`src/rtl/reg_dump_reader.sv`:
```
// reg_dump_reader: walks x0..x(NREGS-1) through a borrowed reg_file read port
// and streams each register value out over a valid/ready interface.
module reg_dump_reader #(
  parameter int unsigned XLEN   = 32,
  parameter int unsigned NREGS  = 32,
  parameter int unsigned ADDR_W = 5
) (
  input  logic              clk,
  input  logic              rst_n,
  input  logic              start,
  input  logic              abort,
  output logic              rf_sel,
  output logic [ADDR_W-1:0] rf_addr,
  input  logic [XLEN-1:0]   rf_rdata,
  output logic              out_valid,
  input  logic              out_ready,
  output logic [XLEN-1:0]   out_data,
  output logic [ADDR_W-1:0] out_idx,
  output logic              out_last,
  output logic              busy,
  output logic              done
);

  typedef enum logic [1:0] {
    IDLE,
    READ,
    SEND,
    DONE
  } state_t;

  localparam logic [ADDR_W-1:0] LAST_IDX = ADDR_W'(NREGS - 1);

  state_t            state_q;
  logic [ADDR_W-1:0] idx_q;
  logic [ADDR_W-1:0] idx_d;
  logic [XLEN-1:0]   data_d;
  logic              last_d;
  logic              rf_sel_q;
  logic              out_valid_q;
  logic [XLEN-1:0]   out_data_q;
  logic [ADDR_W-1:0] out_idx_q;
  logic              out_last_q;
  logic              busy_q;
  logic              done_q;

  // Next index, captured value (x0 always reads as zero) and last-beat flag
  always_comb begin
    idx_d  = idx_q + ADDR_W'(1);
    data_d = (idx_q == '0) ? '0 : rf_rdata;
    last_d = (idx_q == LAST_IDX);
  end

  // Dump FSM with all outputs registered; abort overrides handshake and start
  always_ff @(posedge clk or negedge rst_n) begin
    if (!rst_n) begin
      state_q     <= IDLE;
      idx_q       <= '0;
      rf_sel_q    <= 1'b0;
      out_valid_q <= 1'b0;
      out_data_q  <= '0;
      out_idx_q   <= '0;
      out_last_q  <= 1'b0;
      busy_q      <= 1'b0;
      done_q      <= 1'b0;
    end else begin
      done_q <= 1'b0;
      if (abort && (state_q != IDLE)) begin
        state_q     <= IDLE;
        idx_q       <= '0;
        rf_sel_q    <= 1'b0;
        out_valid_q <= 1'b0;
        busy_q      <= 1'b0;
      end else begin
        unique case (state_q)
          IDLE: begin
            if (start && !abort) begin
              state_q  <= READ;
              idx_q    <= '0;
              rf_sel_q <= 1'b1;
              busy_q   <= 1'b1;
            end
          end
          READ: begin
            out_data_q  <= data_d;
            out_idx_q   <= idx_q;
            out_last_q  <= last_d;
            out_valid_q <= 1'b1;
            state_q     <= SEND;
          end
          SEND: begin
            if (out_ready) begin
              out_valid_q <= 1'b0;
              if (out_last_q) begin
                state_q  <= DONE;
                rf_sel_q <= 1'b0;
                done_q   <= 1'b1;
              end else begin
                idx_q   <= idx_d;
                state_q <= READ;
              end
            end
          end
          DONE: begin
            state_q <= IDLE;
            idx_q   <= '0;
            busy_q  <= 1'b0;
          end
          default: begin
            state_q <= IDLE;
          end
        endcase
      end
    end
  end

  assign rf_sel    = rf_sel_q;
  assign rf_addr   = idx_q;
  assign out_valid = out_valid_q;
  assign out_data  = out_data_q;
  assign out_idx   = out_idx_q;
  assign out_last  = out_last_q;
  assign busy      = busy_q;
  assign done      = done_q;

endmodule

```
`config.mk`:
```
export PLATFORM = sky130hd
export DESIGN_NAME = reg_dump_reader
export DESIGN_NICKNAME = d
export VERILOG_FILES = /design/src/rtl/reg_dump_reader.sv
export SDC_FILE = /design/constraint.sdc
export NUM_CORES = 1
export LEC_CHECK = 0
export ABC_AREA = 1
export ABC_CLOCK_PERIOD_IN_PS = 3000
export CAP_MARGIN = 20
export CORE_UTILIZATION = 48
export DETAILED_ROUTE_END_ITERATION = 12
export PLACE_DENSITY_LB_ADDON = 0.25
export SKIP_CTS_REPAIR_TIMING = 1
export SLEW_MARGIN = 40
export SYNTH_ARGS = -nofsm -noshare
export SYNTH_HDL_FRONTEND = slang
export SYNTH_SLANG_ARGS = --single-unit
```
`constraint.sdc`:
```
create_clock -name clk -period 3 [get_ports clk]
set_clock_uncertainty 0.1 [all_clocks]
set_input_delay 0.3 -clock clk [delete_from_list [all_inputs] [get_ports clk]]
set_output_delay 0.3 -clock clk [all_outputs]
set_load 0.1 [all_outputs]
```
; After elaboration in Yosys (flattened, before gate mapping)
; Cells that the tools add are included.
[classes]
addsub = 1
n_eq_ne = 8
reduce_logical = 16
bitwise = 1
mux = 25
[op_table]
columns = operator, n
row1 = $mux W32, 1
row2 = $mux W5, 4
row3 = $pmux W5 S3, 1
row4 = $ne A3 B3 Y1 const B, 4
row5 = $mux W1, 11
row6 = $reduce_bool A3 Y1, 3
row7 = $mux W2, 4
row8 = $pmux W2 S4, 1
row9 = $reduce_and A2 Y1, 4
row10 = $reduce_and A4 Y1, 2
row11 = $pmux W1 S2, 3
row12 = $add A5 B1 Y5 const B, 1
row13 = $eq A5 B5 Y1 const B, 1
row14 = $logic_not A5 Y1, 1
row15 = $eq A2 B2 Y1 const B, 2
row16 = $reduce_bool A4 Y1, 1
row17 = $eq A2 B1 Y1 const B, 1
row18 = $logic_and A1 B1 Y1, 2
row19 = $logic_not A2 Y1, 1
row20 = $reduce_bool A2 Y1, 1
row21 = $logic_not A1 Y1, 1
row22 = $not A1 Y1, 1
[word_totals]
regBits = 49
word_cells = 60

; Depth between registers and ports, before layout
[logic_depth]
depth_word = 5
depth_mapped = 10

; Least setup slack after synthesis
; Ideal clock, no wire load.
[synth_path]
path_kind = flip-flop to flip-flop
startpoint = reg idx_q[0], in the netlist rf_addr[0]
endpoint = reg idx_q[4], in the netlist rf_addr[4]
required_time_ps = 2779
synth_period_minus_slack_ps = 2076
setup_slack_ps = 924
arrival_time_ps = 1855
path_stages_with_launch = 9
n_path_buf = 0
path_cell_list = dfrtp_1 -> ha_1 -> nand2_1 -> nor2_1 -> ha_1 -> nand2_1 -> nor2_1 -> nand2_1 -> nand2_1
[synth_via]
elab_chain_cells = 5
[synth_lines]
columns = element, line
row1 = start: declaration, 34  ; logic [ADDR_W-1:0] idx_q;
row2 = start signal: assignment, 98  ; idx_q <= idx_d;
row3 = $add A5 B1 Y5, 48  ; idx_d = idx_q + ADDR_W'(1);
row4 = $mux W5, 93  ; if (out_last_q) begin
row5 = $mux W5, 91  ; if (out_ready) begin
row6 = $pmux W5 S3, 74  ; unique case (state_q)
row7 = $mux W5, 67  ; if (abort && (state_q != IDLE)) begin
; Every way passes these cells. The select of a mux whose other input is x is not followed.
; A chain may end at the register's enable or synchronous reset.

; Worst setup path in the final report
[layout_path]
startpoint = reg state_q[1]
endpoint = reg out_data_q[15], in the netlist out_data[15]
[layout_via]
elab_chain_cells = 4
word_cells_on_any_way = 5
cone_classes = eq/ne: 1 / bitwise: 1 / reduce/logical: 3
[layout_lines]
columns = element, line
row1 = start: declaration, 33  ; state_t state_q;
row2 = start signal: assignment, 56  ; state_q <= IDLE;
row3 = start signal: assignment, 68  ; state_q <= IDLE;
row4 = start signal: assignment, 77  ; state_q <= READ;
row5 = $reduce_bool A2 Y1, 67
row6 = $logic_and A1 B1 Y1, 67
row7 = $not A1 Y1 (no source line), --
row8 = $reduce_and A2 Y1 (no source line) (*), --
row9 = end signal: assignment, 84  ; out_data_q <= data_d;
row10 = end: declaration, 40  ; logic [XLEN-1:0] out_data_q;
; Every way passes the cells marked *; elsewhere a longest branch is shown, timed or not.

==> impl_metrics.env <==
export IMPL_run_status="finished with violations"
export IMPL_violations="design-rule violations"
export IMPL_clock_path_buffers=2
export IMPL_diodes=0
export IMPL_dp_hpwl_um=3690
export IMPL_min_period_ns=2.22
export IMPL_hp_class="reg2reg"
export IMPL_gp_congestion=0.814
export IMPL_ys_types=24
export IMPL_grt_util_all_layers_pct=22.1
export IMPL_initial_utilization_pct=51.5
export IMPL_grt_antenna_before_repair=0
export IMPL_dieArea_um2=5080
export IMPL_drt_initial_drc_count=159
export IMPL_drive_gt1_share_pct=20.0
export IMPL_final_area_um2=3110
export IMPL_rr_startpoint="state_q[1]"
export IMPL_min_to="rf_sel"
export IMPL_via_per_inst=5.07
export IMPL_yosys_warnings=0
export IMPL_areaGrowthSynthToFinish_pct=35.1
export IMPL_fp_dieW_um=71.3
export IMPL_grt_pass1_vias=1944
export IMPL_reg2reg_slack_ns=0.78
export IMPL_maxSlewViolCount=0
export IMPL_numClockSinks=49
export IMPL_coreArea_um2=4470
export IMPL_endpoint_kind="flip-flop"
export IMPL_num_vias=2013
export IMPL_cts_tree="done"
export IMPL_drc=9
export IMPL_firstDrtPassIters=9
export IMPL_critical_path_max_fanout=44
export IMPL_whs_path_depth=2
export IMPL_overflow=0
export IMPL_clock_latency_ns=0.29
export IMPL_reg2reg_depth=8
export IMPL_portBuffers=83
export IMPL_rsz0062_at_grt="false"
export IMPL_final_antenna_net_count=0
export IMPL_crit_type="reg2reg"
export IMPL_dieHeight_um=71.3
export IMPL_avgRoutedWirePerCell_um=13.5
export IMPL_cp_arrival_ns=2.36
export IMPL_grt_max_degree=50
export IMPL_row_count=24
export IMPL_synth_seq_cells=49
export IMPL_start_kind="flip-flop"
export IMPL_post_route_util_pct=69.6
export IMPL_setup_viol=0
export IMPL_worstPathRequired_ns=3.13
export IMPL_worst_pin_slew_ns=0.595
export IMPL_min_from="rf_sel"
export IMPL_timing_final_crit_share_pct=74.1
export IMPL_tns_ns=0
export IMPL_max_freq_ghz=0.450
export IMPL_synth_seq_area_share_pct=53.2
export IMPL_cts_root_buf="clkbuf_8"
export IMPL_hold_violations=0
export IMPL_postPlaceCellArea_um2=3020
export IMPL_cap_violations=0
export IMPL_cts_buffers_inserted=5
export IMPL_avgSynthCellArea_um2=8.80
export IMPL_clk_pin_slew_ns=0.09
export IMPL_h_tree_depth=2
export IMPL_synthesis_area_um2=2300
export IMPL_synth_nets=307
export IMPL_worstReg2RegEnd="out_data[15]"
export IMPL_nNetsFinal=389
export IMPL_wirelength_um=5350
export IMPL_startpoint="state_q[1]"
export IMPL_slew_headroom_pct=60.3
export IMPL_syn_inst=262
export IMPL_grt_pass1_wl_um=8800
export IMPL_io_pins=84
worst max path at each step:
stage / end
finish: out_data[15]
global route: out_data[16]
CTS: out_data[15]
detailed placement: out_data[15]
global placement: out_data[5]
floorplan: rf_addr[4]
registers in the layout (all words and copies together), names as in the netlist:
register,flops
out_data,32
out_idx,5
rf_addr,5
state_q,2
busy,1
done,1
out_last,1
out_valid,1
rf_sel,1
cells in the final DEF, fill, tap and decap left out, types with 2 or more instances in the layout:
cell	count
dfrtp_1	49
nand2_2	2
clkbuf_1	2
o21bai_1	5
nand4_1	2
nand2_4	3
nor2_1	7
clkdlybuf4s50_1	35
nand3_1	39
inv_2	2
o21ai_2	2
o21ai_0	7
ha_1	8
nand2_1	105
inv_1	12
buf_4	49
clkbuf_8	5
worst max-delay path, cell delays in order, from the launching register on:
cell	delay (ns)
dfrtp_1	0.44
inv_1	0.19
ha_1	0.18
inv_1	0.07
nand2_4	0.13
nand2_4	0.27
inv_2	0.52
nand3_1	0.15
nand2_1	0.09
metrics by stage:
step	cells	setup slack (ns)	hold WS, ns
2_1_floorplan	262	0.924	-0.0956
3_3_place_gp	388	0.843	0.363
3_5_place_dp	388	0.798	0.249
4_1_cts	396	0.787	-0.0751
5_1_grt	397	0.579	0.398
6_report	397	0.776	0.384
area by class of cell:
type / count / area (µm²)
flip-flops and latches: 49 / 1230
multi-input cells: 188 / 948
inverters: 15 / 61.3
clock buffers: 7 / 76.3
repair buffers: 85 / 728
well taps: 52 / 65.1
clock inverters: 1 / 7.51
fillers: 364 / 1360
logic make-up (layout without fill, tap and decap cells):
group | count (synthesis) | after routing | synth area share [%]
AOI/OAI and AO/OA | 15 | 15 | 4.13
and+or+nand+nor | 165 | 165 | 32.7
adders and majority gates | 8 | 8 | 4.34
DFF | 49 | 49 | 53.2
buffers and inverters | 25 | 108 | 5.65
synth_stat cells:
cell type  number  share of area (%)
a21oi_1         1               0.22
and2_1          1               0.27
buf_2           7                1.5
buf_6           3                1.5
dfrtp_1        49                 53
ha_1            8                4.3
inv_1          12                2.0
inv_2           2               0.33
inv_6           1               0.38
nand2_1       105                 17
nand2_2         2               0.54
nand2_4         3                1.5
nand2_8         1               0.87
nand3_1        39                8.5
nand3_2         1               0.43
nand4_1         2               0.54
nor2_1          7                1.1
nor2_4          1               0.49
nor2_8          1               0.87
nor3_1          1               0.22
o21ai_0         7                1.5
o21ai_2         2               0.76
o21bai_1        5                1.6
or2_1           1               0.27
routing by layer:
layer  share of wire [%]  global-route usage, %  up-vias
li1                    -                      -      996
met1                  44                   30.3      936
met2                  47                   34.9       74
met3                 7.4                   4.22        7
met4                 1.1                   8.67        0
met5                   0                      0        -
Power is left out: the tool's default activity adds up to more than one toggle a clock period on the data nets, which glitch-free logic cannot reach.
